`src/rtl/ex_alu_iterative_if.sv`:
```
`default_nettype none
// ============================================================================
// Module      : ex_alu_iterative_if
// Description : Bundle of the operation and result signals between the
//               ID/EX stage, the execute-stage ALU and the EX/MEM register.
//               master : drives the operation (InValid, ALUControl, A, B,
//                        Shamt, Flush); samples Stall, OutValid, ALUResult
//                        and Zero.
//               slave  : the ALU side of the same signals.
// Revision    : 1.0 - initial release
// ============================================================================
interface ex_alu_iterative_if #(
    parameter int DATA_W = 32
);
    logic              InValid;
    logic [5:0]        ALUControl;
    logic [DATA_W-1:0] A;
    logic [DATA_W-1:0] B;
    logic [4:0]        Shamt;
    logic              Flush;
    logic              Stall;
    logic              OutValid;
    logic [DATA_W-1:0] ALUResult;
    logic              Zero;

    modport master (
        output InValid, ALUControl, A, B, Shamt, Flush,
        input  Stall, OutValid, ALUResult, Zero
    );

    modport slave (
        input  InValid, ALUControl, A, B, Shamt, Flush,
        output Stall, OutValid, ALUResult, Zero
    );
endinterface
`default_nettype wire

```
`src/rtl/ex_alu_iterative.sv`:
```
`default_nettype none
// ============================================================================
// Module      : ex_alu_iterative
// Description : Execute-stage ALU. Single-cycle ops register their result on
//               the accept edge. mul uses an iterative shift-add multiplier
//               that retires MUL_BITS multiplier bits per cycle and holds
//               Stall high for DATA_W/MUL_BITS cycles.
//               Build option ALU_FAST_MUL_EN: mul is computed
//               combinationally like the other ops, Stall is tied low and
//               no multiplier state is built.
// Ports       : Clk    - pipeline clock, rising edge
//               Reset  - synchronous, active-high
//               bus    - ex_alu_iterative_if.slave (op in, result out)
// Revision    : 1.0 - initial release
// ============================================================================
module ex_alu_iterative #(
    parameter int DATA_W   = 32,
    parameter int MUL_BITS = 2
) (
    input  wire logic         Clk,
    input  wire logic         Reset,
    ex_alu_iterative_if.slave bus
);
    localparam logic [5:0] OP_ADD = 6'd0;
    localparam logic [5:0] OP_SUB = 6'd2;
    localparam logic [5:0] OP_MUL = 6'd3;
    localparam logic [5:0] OP_JR  = 6'd17;
    localparam logic [5:0] OP_AND = 6'd19;
    localparam logic [5:0] OP_OR  = 6'd21;
    localparam logic [5:0] OP_NOR = 6'd22;
    localparam logic [5:0] OP_XOR = 6'd23;
    localparam logic [5:0] OP_SLL = 6'd26;
    localparam logic [5:0] OP_SRL = 6'd27;
    localparam logic [5:0] OP_SLT = 6'd28;

    logic              accept;
    logic [DATA_W-1:0] single_res;
    logic              out_valid;
    logic [DATA_W-1:0] result;
    logic              zero;

    assign accept        = bus.InValid && !bus.Stall && !bus.Flush;
    assign bus.OutValid  = out_valid;
    assign bus.ALUResult = result;
    assign bus.Zero      = zero;

    // Result of every op that completes in the accept cycle.
    always_comb begin
        single_res = '0;
        case (bus.ALUControl)
            OP_ADD: single_res = bus.A + bus.B;
            OP_SUB: single_res = bus.A - bus.B;
            OP_JR:  single_res = bus.A;
            OP_AND: single_res = bus.A & bus.B;
            OP_OR:  single_res = bus.A | bus.B;
            OP_NOR: single_res = ~(bus.A | bus.B);
            OP_XOR: single_res = bus.A ^ bus.B;
            OP_SLL: single_res = bus.B << bus.Shamt;
            OP_SRL: single_res = bus.B >> bus.Shamt;
            OP_SLT: single_res = {{(DATA_W-1){1'b0}}, ($signed(bus.A) < $signed(bus.B))};
`ifdef ALU_FAST_MUL_EN
            OP_MUL: single_res = bus.A * bus.B;
`endif
            default: single_res = '0;
        endcase
    end

`ifdef ALU_FAST_MUL_EN

    assign bus.Stall = 1'b0;

    always_ff @(posedge Clk) begin
        if (Reset) begin
            out_valid <= 1'b0;
            result    <= '0;
            zero      <= 1'b1;
        end else if (bus.Flush) begin
            out_valid <= 1'b0;
        end else begin
            out_valid <= accept;
            if (accept) begin
                result <= single_res;
                zero   <= (single_res == '0);
            end
        end
    end

`else

    localparam int MUL_STEPS = DATA_W / MUL_BITS;
    localparam int CNT_W     = (MUL_STEPS > 1) ? $clog2(MUL_STEPS) : 1;
    localparam logic [CNT_W-1:0] CNT_LAST = CNT_W'(MUL_STEPS - 1);

    typedef enum logic [0:0] {
        S_IDLE = 1'b0,
        S_MUL  = 1'b1
    } state_t;

    state_t            state;
    state_t            state_next;
    logic [CNT_W-1:0]  cnt;
    logic [DATA_W-1:0] mcand;   // pre-shifted by cnt*MUL_BITS each step
    logic [DATA_W-1:0] mplier;  // low MUL_BITS hold the current digit
    logic [DATA_W-1:0] acc;
    logic [DATA_W-1:0] acc_next;
    logic              mul_done;

    assign acc_next  = acc + mcand * {{(DATA_W-MUL_BITS){1'b0}}, mplier[MUL_BITS-1:0]};
    assign mul_done  = (state == S_MUL) && (cnt == CNT_LAST) && !bus.Flush;
    assign bus.Stall = (state == S_MUL);

    always_ff @(posedge Clk) begin
        if (Reset) begin
            state <= S_IDLE;
        end else begin
            state <= state_next;
        end
    end

    always_comb begin
        state_next = state;
        case (state)
            S_IDLE: if (accept && bus.ALUControl == OP_MUL) state_next = S_MUL;
            S_MUL:  if (bus.Flush || cnt == CNT_LAST)       state_next = S_IDLE;
            default: state_next = S_IDLE;
        endcase
    end

    always_ff @(posedge Clk) begin
        if (Reset) begin
            out_valid <= 1'b0;
            result    <= '0;
            zero      <= 1'b1;
            cnt       <= '0;
            acc       <= '0;
            mcand     <= '0;
            mplier    <= '0;
        end else if (bus.Flush) begin
            // Abort any multiply in flight; ALUResult/Zero keep their value.
            out_valid <= 1'b0;
            cnt       <= '0;
        end else begin
            out_valid <= 1'b0;
            if (state == S_MUL) begin
                acc    <= acc_next;
                mcand  <= mcand << MUL_BITS;
                mplier <= mplier >> MUL_BITS;
                cnt    <= cnt + 1'b1;
                if (mul_done) begin
                    result    <= acc_next;
                    zero      <= (acc_next == '0);
                    out_valid <= 1'b1;
                end
            end else if (accept) begin
                if (bus.ALUControl == OP_MUL) begin
                    mcand  <= bus.A;
                    mplier <= bus.B;
                    acc    <= '0;
                    cnt    <= '0;
                end else begin
                    result    <= single_res;
                    zero      <= (single_res == '0);
                    out_valid <= 1'b1;
                end
            end
        end
    end

`endif

endmodule
`default_nettype wire

```
`src/flat_wrapper.sv`:
```
// flat-port wrapper written by rule: the top's interface ports become plain ports
module ex_alu_iterative_flat 
#(
    parameter int DATA_W   = 32,
    parameter int MUL_BITS = 2
)
  (Clk, Reset, bus_InValid, bus_ALUControl, bus_A, bus_B, bus_Shamt, bus_Flush, bus_Stall, bus_OutValid, bus_ALUResult, bus_Zero);
  ex_alu_iterative_if #(.DATA_W(DATA_W)) bus_i ();
  input  wire logic Clk;
  input  wire logic Reset;
  input wire logic [$bits(bus_i.InValid)-1:0] bus_InValid;
  input wire logic [$bits(bus_i.ALUControl)-1:0] bus_ALUControl;
  input wire logic [$bits(bus_i.A)-1:0] bus_A;
  input wire logic [$bits(bus_i.B)-1:0] bus_B;
  input wire logic [$bits(bus_i.Shamt)-1:0] bus_Shamt;
  input wire logic [$bits(bus_i.Flush)-1:0] bus_Flush;
  output wire logic [$bits(bus_i.Stall)-1:0] bus_Stall;
  output wire logic [$bits(bus_i.OutValid)-1:0] bus_OutValid;
  output wire logic [$bits(bus_i.ALUResult)-1:0] bus_ALUResult;
  output wire logic [$bits(bus_i.Zero)-1:0] bus_Zero;
  assign bus_i.InValid = bus_InValid;
  assign bus_i.ALUControl = bus_ALUControl;
  assign bus_i.A = bus_A;
  assign bus_i.B = bus_B;
  assign bus_i.Shamt = bus_Shamt;
  assign bus_i.Flush = bus_Flush;
  assign bus_Stall = bus_i.Stall;
  assign bus_OutValid = bus_i.OutValid;
  assign bus_ALUResult = bus_i.ALUResult;
  assign bus_Zero = bus_i.Zero;
  ex_alu_iterative #(.DATA_W(DATA_W), .MUL_BITS(MUL_BITS)) u_core (.Clk(Clk), .Reset(Reset), .bus(bus_i));
endmodule
```
`config.mk`:
```
export PLATFORM = sky130hd
export DESIGN_NAME = ex_alu_iterative_flat
export DESIGN_NICKNAME = d
export VERILOG_FILES = /design/src/rtl/ex_alu_iterative_if.sv /design/src/rtl/ex_alu_iterative.sv /design/src/flat_wrapper.sv
export SDC_FILE = /design/constraint.sdc
export NUM_CORES = 1
export LEC_CHECK = 0
export CAP_MARGIN = 20
export CORE_MARGIN = 5
export CORE_UTILIZATION = 30
export DETAILED_ROUTE_END_ITERATION = 8
export GPL_ROUTABILITY_DRIVEN = 0
export GPL_TIMING_DRIVEN = 0
export SYNTH_ARGS = -nofsm -noshare
export SYNTH_HDL_FRONTEND = slang
export SYNTH_SLANG_ARGS = --single-unit
```
`constraint.sdc`:
```
create_clock -name Clk -period 12.8 [get_ports Clk]
set_input_delay 1.92 -clock Clk [delete_from_list [all_inputs] [get_ports Clk]]
set_output_delay 1.92 -clock Clk [all_outputs]
set_load 0.005 [all_outputs]
```
==> out/summary.txt <==
Status: finished, violations left
Failing checks: DRC
CP Launch Point: bus_B[2]
Post-CTS resize count: 0
Placed Area: 20300 um^2
Post-synth EDFFs: 0
Crit-path cells: clkdlybuf4s50_1 -> clkbuf_1 -> inv_1 -> ha_1 -> clkbuf_1 -> a21o_1 -> a221oi_1 -> o32ai_1 -> nor4_1 -> nand4_1 -> or4_1 -> or4_1 -> nor4_1 -> nand4_1 -> nor4b_2 -> nand4_1 -> a31oi_1
Top Metal Used: met5
Syn Std Cell Area: 18300 um^2
Slowest cell delay on critical path: 620 ps
Hold Path Class: flip-flop to flip-flop
Setup TNS: 0 ps
NumNets Final: 2846
Nature of the critical path endpoint: flip-flop
Initial antenna violation count: 2
Chip Width: 257 um
Clock latency on the worst-skew pair: 480 ps
Detail Placement HPWL: 73.1 mm
Yosys top cell area share: 0.148
DRC Markers: 1
Root Buffer: clkbuf_16
Rel. slew slack: 0.189
Via count: 21656
Reg-to-Reg End: u_core.bus.Zero
Gr usage total: 0.261
DR WL/cell: 26.7 um
Design Area, Final: 20900 um^2
First-pass GRT wire length: 133 mm
Mean post-synth cell area: 7.38 um^2
Synthesis Warnings: 0
FF+latch count, synth: 135
Cts hold-fix bufs: 0
Number of global-route vias before repair: 20084
ANT cells: 0
Largest net degree at the start of global routing: 17
Crit start category: input port
Initial Util: 0.303
Kind of critical path: input port to flip-flop
Sequential share of power: 0.286
Crit Path Max Fanout: 10
Min-Delay Startpoint: u_core.bus.ALUResult[18]
Share of layout cells above drive strength 1: 0.0520
Total power: 1500 uW
Endpoints failing setup: 0
Post-Place Setup Slack: 5250 ps
Comb pwr share: 0.374
Core ar.: 60400 um^2
Clock Tree Buf Depth: 2
Remaining Overflow, GRT: 0
Top FF cell, synth: dfxtp_1
Final hold vios: 0
Clk pwr share: 0.340
Final WS setup: 5470 ps
Net count after synthesis: 2721
Detail Route Antenna Nets: 0
Register area share after synthesis: 0.148
CTS tree: done
I/O Buffers: 105
Most frequent cells in the layout: nor2_1 (283), nand2_1 (269), inv_1 (193)
Clk pin slew, worst setup/hold paths: 70 ps
Max-cap check violation count: 0
Metal2 WL: 35.5 mm
Postcts setup bufs: 0
Post-Route WL: 90.8 mm
Most common cell after layout, fill and taps aside: nor2_1
Synth cell types: 89
VDD IR-drop max: 0.115 mV
Register-to-Register Path Depth: 18
DIE AREA: 66000 um^2
RSZ-0062 raised after global routing: no
FMAX: 136 MHz
H-tree levels: 4
Switching part of the total: 0.408
Detailed Routing Iterations Pass 1: 9
Worst R2R Setup Slack: 7040 ps
CP dominant cell by count: nand4_1
Slew Viols, Final: 0
Worst path slowest cell: or4_1
Clock sink count: 135
Post-synth top area cell: dfxtp_1
FFs w/ async S/R, synth: 0
Tcrit/Tclk final: 0.573
Cts bufs inserted: 17
Worst EP arrival: 7740 ps
Tmin final: 7330 ps
Row Count: 90
Worst Clk Skew: 14.6 ps
Worst Path Required: 13210 ps
Switch Pwr: 614 uW
FF-to-FF Start: u_core.mplier[0]
PwrDens: 71.9 nW/um^2
Synth top area cells: dfxtp_1 (15%), ha_1 (9.0%), mux2i_1 (6.6%)
Leak Pwr: 0.00802 uW
Metal1 wirelength: 35.1 mm
Boundary Pins: 114
Die boundary height: 257 um
Vias per cell: 6.37
Internal Power: 891 uW
Initial DRC count: 3055
Syn Inst Count: 2478
CP endpoint: u_core.bus.Zero
Layout area overhead: 14.4%
Worst Tran Pin Value: 1220 ps
Met3 wire len: 12.8 mm
==> critical path: cells and delay by family <==
family	cells	cell delay [ps]
simple gates	8	2940
buf+inv	4	1510
compound gates	4	1000
fa+ha+maj	1	350
==> logic make-up after synthesis <==
family	synth area share
AOI/OAI and AO/OA	0.281
xor gates and xnor gates	0.0191
adders and majority gates	0.126
buffers and inverters	0.0816
DFF	0.148
muxes	0.140
and+or+nand+nor	0.205
==> cells in the mapped netlist (20+ instances only) <==
cell / number
a211oi_1: 88
a21o_1: 33
a21oi_1: 185
a222oi_1: 23
a22oi_1: 35
clkbuf_1: 153
dfxtp_1: 135
fa_1: 33
ha_1: 131
inv_1: 193
mux2i_1: 121
mux4_2: 47
nand2_1: 269
nand2b_1: 21
nand3_1: 55
nand4_1: 33
nor2_1: 283
nor3_1: 40
nor4_1: 22
o211ai_1: 54
o21a_1: 21
o21ai_0: 71
o221ai_1: 20
o31ai_1: 26
xnor2_1: 29
==> through the flow <==
| stage | hold slack [ps] | util | cells |
|---|---|---|---|
| after global routing | 476 | 0.347 | 3398 |
| after global placement | 440 | 0.337 | 3365 |
| final | 454 | 0.347 | 3398 |
| after floorplan | 432 | - | 2478 |
| after CTS | 459 | 0.347 | 3397 |
| after detailed placement | 450 | 0.337 | 3365 |
==> cell type report <==
type	instances	area (um^2)
clock inverters	14	158
flip-flops and latches	135	2700
multi-input cells	1959	14100
repair buffers	106	1060
plain buffers	188	758
clock buffers	18	439
inverters	196	736
well taps	782	978
fillers	6581	39400
==> worst min path at each step <==
| stage | to | slack, ps | cells past startpoint |
|---|---|---|---|
| finish | u_core.bus.ALUResult[18] | 450 | 2 |
| floorplan | u_core.mplier[31] | 430 | 2 |
| detailed placement | u_core.bus.ALUResult[18] | 450 | 2 |
| global route | u_core.bus.ALUResult[3] | 480 | 2 |
| CTS | u_core.bus.ALUResult[18] | 460 | 2 |
| global placement | u_core.bus.ALUResult[18] | 440 | 2 |
==> routing by layer <==
| metal | vias up | GRT usage |
|---|---|---|
| li1 | 9343 | - |
| met1 | 10174 | 0.344 |
| met2 | 1706 | 0.372 |
| met3 | 429 | 0.0837 |
| met4 | 4 | 0.157 |
| met5 | - | 0 |
==> sequential cells by signal, summed over array words and instances (netlist names) <==
signal	count
u_core.mcand	32
u_core.bus.OutValid	1
u_core.bus.Zero	1
u_core.acc	32
u_core.cnt	4
u_core.mplier	32
u_core.bus.Stall	1
u_core.bus.ALUResult	32
==> power by group through the flow <==
| stage | registers, uW | clock network (uW) | logic [uW] |
|---|---|---|---|
| after CTS | 430 | 519 | 528 |
| after global routing | 430 | 532 | 579 |
| after detailed placement | 439 | 0 | 525 |
| after global placement | 439 | 0 | 527 |
| after floorplan | 438 | 0 | 319 |
| final | 430 | 512 | 563 |
Note: power is estimated with default switching activity, not from simulation.
